$ cat src/rtl/credit_tx_pkg.sv
// Shared configuration for the credit-based transmitter slice.
// Holds the default datapath width used by credit_tx and its FIFO.
package credit_tx_pkg;

  localparam int unsigned PATH_BITS = 8;

endpackage

$ cat src/rtl/credit_tx_fifo.sv
// tx_fifo: power-of-two circular FIFO holding words awaiting credits.
// Ports:
//   clk, rst     clock, asynchronous active-high reset
//   push_valid   producer offers push_data
//   push_data    word to enqueue
//   push_ready   occupancy < DEPTH (registered state only)
//   pop          consumer removes the head word this cycle
//   head         word at the read pointer
//   not_empty    occupancy > 0
module tx_fifo #(
  parameter int unsigned BITS  = 8,
  parameter int unsigned DEPTH = 4
) (
  input  logic            clk,
  input  logic            rst,
  input  logic            push_valid,
  input  logic [BITS-1:0] push_data,
  output logic            push_ready,
  input  logic            pop,
  output logic [BITS-1:0] head,
  output logic            not_empty
);

  localparam int unsigned PW = $clog2(DEPTH);
  localparam int unsigned OW = $clog2(DEPTH + 1);

  logic [BITS-1:0] mem [DEPTH];
  logic [PW-1:0]   wr_ptr;
  logic [PW-1:0]   rd_ptr;
  logic [OW-1:0]   count;
  logic            push;
  logic            do_pop;

  // Readiness derives only from the occupancy register, so a pop in the
  // same cycle never opens a slot for a simultaneous push when full.
  assign push_ready = (count < OW'(DEPTH));
  assign not_empty  = (count != '0);
  assign push       = push_valid && push_ready;
  assign do_pop     = pop && not_empty;
  assign head       = mem[rd_ptr];

  // Pointers wrap naturally because DEPTH is a power of two.
  always_ff @(posedge clk or posedge rst) begin
    if (rst) begin
      wr_ptr <= '0;
      rd_ptr <= '0;
      count  <= '0;
    end else begin
      if (push)   wr_ptr <= wr_ptr + 1'b1;
      if (do_pop) rd_ptr <= rd_ptr + 1'b1;
      case ({push, do_pop})
        2'b10:   count <= count + 1'b1;
        2'b01:   count <= count - 1'b1;
        default: count <= count;
      endcase
    end
  end

  // Storage needs no reset: emptiness is defined by the pointers/occupancy.
  always_ff @(posedge clk) begin
    if (push) mem[wr_ptr] <= push_data;
  end

endmodule

$ cat src/rtl/credit_tx.sv
// credit_tx: credit-gated transmitter. Words are queued in tx_fifo and sent
// one per cycle while credits remain; downstream returns credits via
// credit_in pulses.
// Ports:
//   clk, rst      clock, asynchronous active-high reset
//   push_valid    producer offers push_data
//   push_data     word offered by producer
//   push_ready    FIFO can accept a word this cycle
//   credit_in     one-cycle pulse returning one credit
//   valid_out     registered pulse marking a word on data_out
//   data_out      registered word sent downstream
//   credit_count  current credit counter
//   err_out       sticky: credit returned while counter saturated
module credit_tx
  import credit_tx_pkg::*;
#(
  parameter int unsigned BITS         = PATH_BITS,
  parameter int unsigned DEPTH        = 4,
  parameter int unsigned INIT_CREDITS = 1,
  parameter int unsigned CREDIT_MAX   = 4
) (
  input  logic                            clk,
  input  logic                            rst,
  input  logic                            push_valid,
  input  logic [BITS-1:0]                 push_data,
  output logic                            push_ready,
  input  logic                            credit_in,
  output logic                            valid_out,
  output logic [BITS-1:0]                 data_out,
  output logic [$clog2(CREDIT_MAX+1)-1:0] credit_count,
  output logic                            err_out
);

  localparam int unsigned CW = $clog2(CREDIT_MAX + 1);

  logic            send;
  logic            fifo_has_data;
  logic [BITS-1:0] head;
  logic [CW-1:0]   credit_next;
  logic            err_set;

  // Send uses only registered occupancy and credits; a credit arriving this
  // cycle is usable from the next edge onward.
  assign send = fifo_has_data && (credit_count != '0);

  tx_fifo #(
    .BITS  (BITS),
    .DEPTH (DEPTH)
  ) u_fifo (
    .clk        (clk),
    .rst        (rst),
    .push_valid (push_valid),
    .push_data  (push_data),
    .push_ready (push_ready),
    .pop        (send),
    .head       (head),
    .not_empty  (fifo_has_data)
  );

  // A returned credit and a send in the same cycle cancel, so saturation
  // (and the error flag) only matters when no send happens.
  always_comb begin
    credit_next = credit_count;
    err_set     = 1'b0;
    case ({credit_in, send})
      2'b10: begin
        if (credit_count == CW'(CREDIT_MAX)) err_set = 1'b1;
        else                                 credit_next = credit_count + 1'b1;
      end
      2'b01:   credit_next = credit_count - 1'b1;
      default: credit_next = credit_count;
    endcase
  end

  always_ff @(posedge clk or posedge rst) begin
    if (rst) begin
      valid_out    <= 1'b0;
      data_out     <= '0;
      credit_count <= CW'(INIT_CREDITS);
      err_out      <= 1'b0;
    end else begin
      valid_out    <= send;
      if (send) data_out <= head;
      credit_count <= credit_next;
      if (err_set) err_out <= 1'b1;
    end
  end

endmodule

$ cat config.mk
export PLATFORM = sky130hd
export DESIGN_NAME = credit_tx
export DESIGN_NICKNAME = d
export VERILOG_FILES = /design/src/rtl/credit_tx_pkg.sv /design/src/rtl/credit_tx_fifo.sv /design/src/rtl/credit_tx.sv
export SDC_FILE = /design/constraint.sdc
export NUM_CORES = 1
export LEC_CHECK = 0
export BUFFER_PORTS_ARGS = -buffer_cell sky130_fd_sc_hd__buf_2
export CORE_ASPECT_RATIO = 0.6
export CORE_MARGIN = 5
export CORE_UTILIZATION = 40
export CTS_CLUSTER_DIAMETER = 150
export DETAILED_ROUTE_END_ITERATION = 10
export SETUP_SLACK_MARGIN = 0.05
export SYNTH_ARGS = -nofsm -noshare
export SYNTH_HDL_FRONTEND = slang
export SYNTH_SLANG_ARGS = --single-unit
$ cat constraint.sdc
create_clock -name clk -period 1.9 [get_ports clk]
set_input_delay 0.285 -clock clk [delete_from_list [all_inputs] [get_ports clk]]
set_output_delay 0.285 -clock clk [all_outputs]
set_load 0.005 [all_outputs]
### Word level (Yosys, flattened, before mapping)

Memory sizes are Yosys's and may differ from the RTL's. A register that Yosys moved wholly into a read port is not among the register bits.
Cells that the tools add are included.

| word-level totals | value |
|---|---|
| word-level logic and storage cells | 35 |
| input bits | 12 |
| bits in latches | 0 |
| memory bits (read-only) | 0 |
| memory bits (writable) | 32 |
| memories | 1 |
| register bits after elaboration | 12 |

| operators by class | value |
|---|---|
| div/mod/pow operators | 0 |
| shift-type cells | 0 |
| bitwise gates (word level) | 0 |
| add/subtract/negate cells | 6 |
| order comparisons | 1 |
| reductions and logical operators | 8 |
| mux-type cells | 7 |
| multiply operators | 0 |
| equal/unequal tests | 6 |

Memories:

| name | words | width | read ports | clocked after memory_dff | wr ports | line | source |
|---|---|---|---|---|---|---|---|
| u_fifo.mem | 4 | 8 | 1 | 1 | 1 | credit_tx_fifo.sv:27 | `logic [BITS-1:0] mem [DEPTH];` |

Operator list:

| cell | number |
|---|---|
| $pmux W3 S2 | 2 |
| $add A3 B1 Y3 const B | 2 |
| $reduce_bool A3 Y1 | 2 |
| $sub A3 B1 Y3 const B | 2 |
| $add A2 B1 Y2 const B | 2 |
| $eq A2 B1 Y1 const B | 2 |
| $eq A2 B2 Y1 const B | 2 |
| $mux W1 | 4 |
| $reduce_bool A2 Y1 | 2 |
| $eq A3 B3 Y1 const B | 1 |
| $logic_and A1 B1 Y1 | 3 |
| $lt A3 B3 Y1 const B | 1 |
| $mux W3 | 1 |
| $ne A2 B2 Y1 const B | 1 |
| $reduce_and A2 Y1 | 1 |

### Depth between registers and ports, before layout

Gate-level depths: netlist of run 1.

| logic depth | value |
|---|---|
| depth in word-level cells | 5 |
| gate-level depth with buffers | 9 |
| mapped depth without buffers | 8 |

### Cells and area by module

Synthesis of run 1 repeated with hierarchy kept, for this count alone.

| unflattened totals | value |
|---|---|
| cell total of the unflattened synthesis | 137 |
| area total of the unflattened synthesis | 2222.1 sq um |

By module, submodules not included:

| module | cells an instance | area each (sq um) | instances | seq. area each (sq um) |
|---|---|---|---|---|
| tx_fifo | 82 | 1572.8 | 1 | 1136.1 |
| credit_tx | 55 | 649.4 | 1 | 326.6 |

### Least setup slack after synthesis of run 1

OpenSTA, ideal clock, no wires.

| timing path | value |
|---|---|
| path type | register -> register |
| start | reg credit_count[0] |
| end | reg u_fifo.count[2] |
| arrival | 1875 ps |
| period minus slack after synthesis | 1955 ps |
| cell stages (with the launch flop) | 9 |
| path slack | -55 ps |
| path buffers | 0 |
| cells stage by stage | dfstp_2 nor3_2 nor2_8 ha_1 inv_1 fa_1 xor2_1 nor2_1 xnor2_1 |

| on the way | value |
|---|---|
| word-level cells in the longest chain between the ends | 5 |
| elaborated cells between the ends (all ways) | 7 |

Ends and longest elaborated chain:

| element | line | source |
|---|---|---|
| from (decl) | credit_tx.sv:30 | `output logic [$clog2(CREDIT_MAX+1)-1:0] credit_count,` |
| from (signal assigned) | credit_tx.sv:79 | `credit_count <= CW'(INIT_CREDITS);` |
| from (signal assigned) | credit_tx.sv:84 | `credit_count <= credit_next;` |
| $reduce_bool A3 Y1 * | credit_tx.sv:44 | `assign send = fifo_has_data && (credit_count != '0);` |
| $logic_and A1 B1 Y1 * | credit_tx.sv:44 |  |
| named net send | credit_tx.sv:36 | `logic send;` |
| $logic_and A1 B1 Y1 * | credit_tx_fifo.sv:39 | `assign do_pop = pop && not_empty;` |
| $eq A2 B1 Y1 or $eq A2 B2 Y1 (tied branches) | credit_tx_fifo.sv:51 | `case ({push, do_pop})` |
| $pmux W3 S2 or $reduce_bool A2 Y1 (tied branches) | -- |  |
| to (signal assigned) | credit_tx_fifo.sv:52 | `2'b10: count <= count + 1'b1;` |
| to (signal assigned) | credit_tx_fifo.sv:53 | `2'b01: count <= count - 1'b1;` |
| to (signal assigned) | credit_tx_fifo.sv:54 | `default: count <= count;` |
| to (decl) | credit_tx_fifo.sv:30 | `logic [OW-1:0] count;` |

The timed path passes the listed nets; every way through them passes the cells marked *.
A chain may end at the register's enable or synchronous reset.

### Worst setup path after layout of run 1

| timing path | value |
|---|---|
| start | reg credit_count[0] |
| end | reg credit_count[1] |

| on the way | value |
|---|---|
| word-level cells in the longest chain between the ends | 5 |
| elaborated cells between the ends (all ways) | 12 |

Ends and longest elaborated chain:

| element |
|---|
| branches (longest 5 deep; another with $add A3 B1 Y3) |

Parallel ways; which one is timed is not known. The select of a mux whose other input is x is not followed.

==> results of run 1 <==
[sequential cells by signal (all words and copies together), names as in the netlist]
signal	flops
data_out	8
credit_count	3
u_fifo.mem	32
u_fifo.count	3
err_out	1
u_fifo.wr_ptr	2
u_fifo.rd_ptr	2
valid_out	1
[layout make-up]
class                           count  share of cell area (%)
Clock buffer                        6                    2.63
Clock inverter                      2                    2.17
Inverter                           11                    1.49
Multi-Input combinational cell     66                    28.8
Sequential cell                    52                    52.9
Tap cell                           80                    3.62
Timing Repair Buffer               39                    8.33
[cells by family (layout without fill, tap and decap cells)]
kind of cell / after synthesis / after routing / share of synthesized area (%)
flops: 52 / 52 / 64.2
simple gates: 24 / 24 / 7.86
mux: 17 / 17 / 13.6
buf+inv: 16 / 58 / 2.91
compound gates: 11 / 11 / 4.18
fa+ha+maj: 7 / 7 / 4.51
xor+xnor: 7 / 7 / 2.69
[stage by stage]
step,setup slack [ps],util (%),setup TNS (ps),area [um2]
6_report,26.7,49.8,0,2760
5_1_grt,-44.4,49.8,-87.9,2760
4_1_cts,27.1,49.6,0,2750
3_5_place_dp,-17.6,47.1,-17.6,2610
3_3_place_gp,49.1,47.1,0,2610
2_1_floorplan,-27.2,-,-48.8,2310
[critical path, delay by kind of cell (launching register included)]
family          cells  cell delay [ps]
simple gates        2              410
buf+inv             1               80
fa+ha+maj           1              420
compound gates      2              330
flops               1              570
[timing repair]
item                       4_1_cts  5_1_grt
resized for setup                1        3
pin swaps                        2        3
setup endpoints to repair        2        3
hold endpoints to repair         0        0
setup buffers                    0        0
[cells in the final DEF (no fill, tap or decap), types with 2 or more instances in the layout]
master,synthesis,final
clkbuf_8,0,5
mux2_4,8,8
mux4_2,8,8
bufinv_16,0,2
nor3_4,1,2
fa_2,0,2
and2_1,4,4
nor2_1,3,3
inv_1,11,10
xor2_1,4,4
nand2b_1,2,2
ha_1,5,4
buf_4,1,14
dfrtp_1,19,19
edfxtp_1,32,32
xnor2_1,3,3
buf_2,2,25
o31a_1,2,2
[routing by layer]
layer | routed length, um | global-route usage [%] | vias up
met4 | 16 | 4.25 | 0
met3 | 116 | 3.02 | 2
met5 | 0 | 0 | -
met1 | 1810 | 15.2 | 633
li1 | - | - | 576
met2 | 2000 | 21.8 | 19
[worst paths after layout]
path	slack, ps	from	to	cells after the start
setup / recovery	30	credit_count[0]	credit_count[1]	6
hold / removal	10	rst	credit_count[1]	3
max in group asynchronous	1610	rst	credit_count[0]	3
min in group clk	200	push_data[3]	u_fifo.mem[0][3]	1
hold reg to reg	470	err_out	err_out	1
setup reg to reg	30	credit_count[0]	credit_count[1]	6
[power breakdown]
| part | internal [mW] | total (mW) | switching (mW) |
|---|---|---|---|
| clock | 0.526 | 0.867 | 0.341 |
| combinational | 1.18 | 2.15 | 0.972 |
| sequential | 1.55 | 1.77 | 0.210 |
==> impl_metrics.yaml, run 1 <==
status:
  status: "finished clean"
die:
  core_um2: 5540
  pin_count: 26
  start_util_pct: 41.1
  die-area_um2: 7350
  dieHeight_um: 68.4
  rows: 21
  chipWidth_um: 107
job:
  drv_cap: 0
sta:
  fmax_mhz: 534
  period_minus_slack_ps: 1870
  post-route-period-util_pct: 98.6
  finClkSkew_ps: 5.18
  slew_violations: 0
  tightest_slew_ps: 494
  setup_viol: 0
  slew_headroom_pct: 67.1
  fin_hold_ws_ps: 12.9
  finalHoldViolCount: 0
  rsz0062_at_grt: "yes"
worst_setup_path:
  slowest_delay_ps: 570
  critPathCaptureType: "flop"
  worstPathRequired_ps: 2110
  cp_max_fo: 3
  path_class: "reg2reg"
  cpMaxStageDelayCell: "dfstp_2"
  worst_ep_arrival_time_ps: 2090
  cp_cell_sequence: "nor3_4 > or3_4 > fa_2 > inv_2 > o221ai_2 > a211oi_2"
  cp-start-kind: "flop"
global_routing:
  antenna_found_initial: 0
  grt_max_degree: 21
  grt_pass1_wl_mm: 6.78
  grt_pass1_vias: 1386
  grt_usage_pct: 12.4
  grt-ovfl-total: 0
synthesis:
  ys_top_cells_by_count: "edfxtp_1 (32), dfrtp_1 (19), inv_1 (11), mux2_4 (8), mux4_2 (8)"
  synth_fp_nets: 153
  postSynthAreaPerCell_um2: 17.0
  synth_most_common_cell: "edfxtp_1"
  yosys.area.top_type_share_pct: 42.2
  syn_area_um2: 2280
  async_reset_ff_share_pct: 38.5
  syn_inst: 134
  synth_seq_area_share_pct: 64.2
  synth_top_cell_by_area: "edfxtp_1"
  synth_warnings: 0
  synthDistinctLibCells: 40
  synth_edf_count: 32
  ys_ff_latch: 52
  synthFlopType: "edfxtp_1"
  synth_area_leaders: "edfxtp_1 (42%), dfrtp_1 (21%), mux4_2 (7.9%)"
routing:
  dr.pass1.iters: 2
  drtIter0Drc: 46
  drc: 0
  routed_wl_mm: 3.94
  viasPerCell: 4.80
  vias: 1230
  antenna_left: 0
  wire_per_inst_um: 15.4
final_layout:
  diodes: 0
  nFillCells: 469
  regArea_um2: 1460
  final_cells: 256
  nNetsFinal: 194
  area_growth_pct: 21.3
  multi_input_area_um2: 796
  drive_gt1_share_pct: 44.9
clock_tree:
  clk_latency_ps: 290
  h-tree-depth: 2
  clk_pin_slew_ps: 90
  ctsRootBufferMaster: "clkbuf_8"
  cts_tree: "yes"
  clk_path_buf_depth: 2
  clock-sinks: 52
  cts_inserted_buffers: 5
  cts_hold_buf: 0
pwr:
  report.power.total_mw: 4.78
  power_density_nw_per_um2: 1730
  p_leak_nw: 1.11
  peakVddDrop_v: 0.000856
placement:
  place.gp.congestion: 0.828
  hpwl_mm: 2.85
  io_buffers: 25
  placed_cells: 248
min_path:
  hold_path.class: "in2async"
(Power assumes the default switching activity.)
==> inputs of run 2 (changes only) <==
==> constraint.sdc (replaced) <==
create_clock -name clk -period 2.01 [get_ports clk]
set_input_delay 0.3015 -clock clk [delete_from_list [all_inputs] [get_ports clk]]
set_output_delay 0.3015 -clock clk [all_outputs]
set_load 0.005 [all_outputs]
==> run 2 against run 1 <==
Effect of this change:
- maximum frequency down 2.0%
- setup slack better by 72 ps
- sequential power down 5%
- via count down 1.5%
- utilization down 0.90 points
- clock power down 5.0%
- non-clock buffer count down 3
- critical endpoint unchanged
- largest cell class unchanged
- register-to-register slack better by 70 ps
- hold slack better by 17 ps
==> impl_metrics.yaml, run 2 (same netlist as run 1, synthesis figures left out) <==
final_layout:
  final_cell_mix: "edfxtp_1 (32), buf_2 (25), dfrtp_1 (18)"
  reg.largest.list: "u_fifo.mem (32), data_out (8)"
  diodes: 0
  regMostFlops: "u_fifo.mem"
  largest_register_ffs: 32
  drive_gt1_share_pct: 41.6
  area_growth_pct: 19.1
  layout_commonest_cell: "edfxtp_1"
  final_cell_area_um2: 2710
  nFillCells: 478
  nNetsFinal: 191
clock_tree:
  cts_tree: "yes"
  clock-sinks: 52
  h-tree-depth: 2
  ctsRootBufferMaster: "clkbuf_8"
  clk_path_buf_depth: 2
  clk_pin_slew_ps: 90
  cts_inserted_buffers: 5
  clk_latency_ps: 300
  cts_hold_buf: 0
  postCtsSetupBuffers: 0
worst_setup_path:
  critPathCaptureType: "flop"
  worst_ep_arrival_time_ps: 2080
  cp-startpoint: "credit_count[0]"
  reg2reg_from: "credit_count[0]"
  cp-start-kind: "flop"
  worstPathRequired_ps: 2180
  r2r_slack_ps: 100
  path_class: "reg2reg"
  cp_max_fo: 3
routing:
  drtIter0Drc: 44
  vias: 1212
  viasPerCell: 4.79
  drc: 0
  wire_per_inst_um: 16.1
  antenna_left: 0
  dr.pass1.iters: 5
  routed_wl_mm: 4.06
job:
  drv_cap: 0
pwr:
  p_comb_share_pct: 43.7
  power_density_nw_per_um2: 1640
  peakVddDrop_v: 0.000602
  p_sw_mw: 1.43
  netSwitchingFraction_pct: 32.1
  p_leak_nw: 1.09
  p_int_mw: 3.02
  power_frac_clock_pct: 18.6
  pwr-share-seq_pct: 37.8
sta:
  setup_tns_ps: 0
  period_minus_slack_ps: 1910
  post-route-period-util_pct: 95.1
  slew_violations: 0
  setup_viol: 0
  slew_headroom_pct: 43.8
  fmax_mhz: 523
  finClkSkew_ps: 7.59
  fin_hold_ws_ps: 29.7
  finalHoldViolCount: 0
  rsz0062_at_grt: "yes"
  tightest_slew_ps: 836
global_routing:
  grt_max_degree: 21
  antenna_found_initial: 0
  grt_pass1_wl_mm: 6.51
  grt_usage_pct: 11.9
  grt_pass1_vias: 1251
  grt-ovfl-total: 0
die:
  start_util_pct: 41.1
  core_um2: 5540
  pin_count: 26
  chipWidth_um: 107
  die-area_um2: 7350
  rows: 21
  dieHeight_um: 68.4
placement:
  hpwl_mm: 2.87
  placed_cell_area_um2: 2560
  io_buffers: 25
  place.gp.congestion: 0.778
status:
  status: "finished clean"
min_path:
  hold_path.class: "in2async"
==> run 2: stage by stage <==
| step | std cells | setup slack, ps | total power [mW] | utilization (%) |
|---|---|---|---|---|
| 5_1_grt | 253 | 17.9 | 4.76 | 48.9 |
| 6_report | 253 | 98.2 | 4.44 | 48.9 |
| 3_5_place_dp | 245 | 42.6 | 3.61 | 46.2 |
| 4_1_cts | 253 | 59.9 | 4.46 | 48.7 |
| 3_3_place_gp | 245 | 143 | 3.52 | 46.2 |
| 2_1_floorplan | 134 | 54.7 | 3.02 | - |
==> run 2: metal layers <==
| layer | share of wire, % | track usage (%) | vias up |
|---|---|---|---|
| met5 | 0 | 0 | - |
| met4 | 0.44 | 2.83 | 0 |
| li1 | - | - | 571 |
| met1 | 48 | 16.2 | 615 |
| met3 | 4.1 | 3.49 | 2 |
| met2 | 47 | 19.2 | 24 |
==> run 2: worst max-delay path: stages (launching register included) <==
cell	delay [ps]
dfstp_2	560
nor3_4	60
or3_1	330
fa_2	540
inv_2	50
nor3_2	180
a211oi_2	70
==> run 2: power groups by stage <==
stage                     clock, mW  sequential (mW)  combinational [mW]
final                         0.824             1.68                1.94
after global placement            0             1.68                1.84
after detailed placement          0             1.69                1.92
after CTS                     0.849             1.67                1.94
after global routing          0.898             1.71                2.15
after floorplan                   0             1.68                1.35
==> run 2: path summary, 6_finish.rpt <==
check | endpoint | depth (start not counted)
min reg2reg | err_out | 1
max reg2reg | credit_count[1] | 6
min in group clk | u_fifo.mem[2][1] | 1
min | valid_out | 3
max in group asynchronous | credit_count[0] | 3
max | credit_count[1] | 6
==> run 2: cell type report <==
type / instances / area, um2 / area share, %
Clock inverter: 2 / 60.1 / 2.21
Inverter: 11 / 41.3 / 1.52
Tap cell: 80 / 100 / 3.69
Sequential cell: 52 / 1460 / 54.0
Multi-Input combinational cell: 66 / 767 / 28.3
Clock buffer: 6 / 72.6 / 2.68
Timing Repair Buffer: 36 / 208 / 7.66
==> run 2: repair_timing <==
item                                    4_1_cts  5_1_grt
resized for setup                             1        5
pin swaps                                     0        2
endpoints found under the setup margin        1        3
==> inputs of run 3 (changes only) <==
--- a/config.mk
+++ b/config.mk
@@ -6,12 +6,13 @@
 export NUM_CORES = 1
 export LEC_CHECK = 0
 export BUFFER_PORTS_ARGS = -buffer_cell sky130_fd_sc_hd__buf_2
+export CAP_MARGIN = 20
 export CORE_ASPECT_RATIO = 0.6
 export CORE_MARGIN = 5
 export CORE_UTILIZATION = 40
 export CTS_CLUSTER_DIAMETER = 150
 export DETAILED_ROUTE_END_ITERATION = 10
-export SETUP_SLACK_MARGIN = 0.05
+export SETUP_SLACK_MARGIN = 0.1
 export SYNTH_ARGS = -nofsm -noshare
 export SYNTH_HDL_FRONTEND = slang
 export SYNTH_SLANG_ARGS = --single-unit
==> run 3 against run 2 <==
Effect of this change:
- critical path depth unchanged
- wire length shrank 3.0%
- utilization down 0.14 points
- sequential power about the same
- clock power is 12% lower
- total power fell by 1.8%
- largest power group unchanged
- final cell count down 0.40%
- critical path type unchanged
- hold slack lost 25 ps
- global-route usage is 0.16 points lower
- count of clock-buffer cells in the layout unchanged
==> impl_metrics.yaml, run 3 (same netlist as run 1, synthesis figures left out) <==
global_routing:
  grt_max_degree: 21
  grt-busiest-layer: "met2"
  met3_usage_pct: 3.30
  grt-ovfl-total: 0
  antenna_found_initial: 0
  use_met1_pct: 15.4
  grt_usage_pct: 11.8
  use_met2_pct: 18.7
  grt_pass1_vias: 1224
  grt_pass1_wl_mm: 6.23
sta:
  rsz0062_at_grt: "yes"
  period_minus_slack_ps: 1870
  fin_hold_ws_ps: 5.08
  tightest_slew_ps: 478
  post-route-period-util_pct: 92.9
  slew_violations: 0
  setup_viol: 0
  finalHoldViolCount: 0
  slew_headroom_pct: 68.2
  finClkSkew_ps: 10.7
  fmax_mhz: 535
  setup_tns_ps: 0
worst_setup_path:
  worst_ep_arrival_time_ps: 2100
  slowest_delay_ps: 570
  timing.rr.end: "credit_count[1]"
  cp_cell_sequence: "nor3_4 > or3_4 > fa_2 > inv_2 > o221ai_1 > a211oi_2"
  critPathCaptureType: "flop"
  cp_max_fo: 3
  cpMaxStageDelayCell: "dfstp_2"
  cp-start-kind: "flop"
  r2r_cells: 6
  reg2reg_from: "credit_count[0]"
  worstPathRequired_ps: 2250
  r2r_slack_ps: 140
  path_class: "reg2reg"
placement:
  placed_cells: 244
  hpwl_mm: 2.77
  placed_cell_area_um2: 2580
  place.gp.congestion: 0.840
  io_buffers: 25
pwr:
  peakVddDrop_v: 0.000627
  power_density_nw_per_um2: 1610
  p_leak_nw: 1.08
routing:
  routed_wl_mm: 3.94
  drc: 0
  dr.pass1.iters: 4
  vias: 1198
  drtIter0Drc: 56
  antenna_left: 0
  wire_per_inst_um: 15.7
  viasPerCell: 4.75
final_layout:
  nFillCells: 481
  area_growth_pct: 18.8
  nNetsFinal: 190
  layout_commonest_cell: "edfxtp_1"
  final_cells: 252
  diodes: 0
  final_cell_mix: "edfxtp_1 (32), buf_2 (25), dfrtp_1 (17)"
  reg.largest.list: "u_fifo.mem (32), data_out (8)"
  finish.utilization_pct: 48.8
  final_cell_area_um2: 2710
  largest_register_ffs: 32
  drive_gt1_share_pct: 43.6
  regMostFlops: "u_fifo.mem"
job:
  drv_cap: 0
clock_tree:
  clk_latency_ps: 310
  cts_tree: "yes"
  clock-sinks: 52
  ctsRootBufferMaster: "clkbuf_8"
  postCtsSetupBuffers: 0
  clk_pin_slew_ps: 100
  h-tree-depth: 2
  clk_path_buf_depth: 2
  cts_inserted_buffers: 5
die:
  start_util_pct: 41.1
  chipWidth_um: 107
  dieHeight_um: 68.4
  core_um2: 5540
  rows: 21
  pin_count: 26
  die-area_um2: 7350
min_path:
  hold_path.class: "in2async"
status:
  status: "finished clean"
-- run 3: metal layers --
| metal | wire, um | share of wire (%) | up-vias |
|---|---|---|---|
| li1 | - | - | 567 |
| met1 | 1800 | 46 | 602 |
| met2 | 1890 | 48 | 27 |
| met3 | 214 | 5.4 | 2 |
| met4 | 39 | 0.99 | 0 |
| met5 | 0 | 0 | - |
-- run 3: final cells by class --
class                      count  area (um2)  share of cell area, %
sequential                    52        1470                   54.2
multi-input combinational     66         787                   29.1
timing repair buffer          35         200                   7.40
tap                           80         100                   3.70
clock buffer                   6        72.6                   2.68
inverter                      11        41.3                   1.53
clock inverter                 2        38.8                   1.43
-- run 3: stage by stage --
step,total power [mW],setup slack (ps)
final,4.36,142
after detailed placement,3.65,71.8
after global placement,3.55,150
after global routing,4.67,59.2
after CTS,4.38,116
after floorplan,3.09,85.0
-- run 3: how the worst max path moves through the flow --
stage / from / end / slack [ps] / cells after the start
after floorplan: credit_count[0] / credit_count[2] / 80 / 6
after global placement: credit_count[0] / credit_count[2] / 150 / 6
after detailed placement: credit_count[0] / credit_count[2] / 70 / 6
after CTS: credit_count[0] / credit_count[1] / 120 / 6
after global routing: credit_count[0] / credit_count[2] / 60 / 6
final: credit_count[0] / credit_count[1] / 140 / 6
-- run 3: critical path, delay by kind of cell, from the launching register on --
kind | cells | cell delay (ps)
and+or+nand+nor | 2 | 390
adders and majority gates | 1 | 420
DFF | 1 | 570
AOI/OAI and AO/OA | 2 | 330
buffers and inverters | 1 | 70
-- run 3: timing repair --
item	in CTS	in global routing
resized for setup	1	6
endpoints found under the setup margin	2	3
hold buffers	0	0
pin swaps	1	1
-- run 3: power by group --
part	internal [mW]	switching (mW)	total [mW]	leakage, nW
Combinational	1.07	0.882	1.95	0.499
Sequential	1.47	0.214	1.69	0.522
Clock	0.377	0.350	0.727	0.0558
Total	2.92	1.45	4.36	1.08
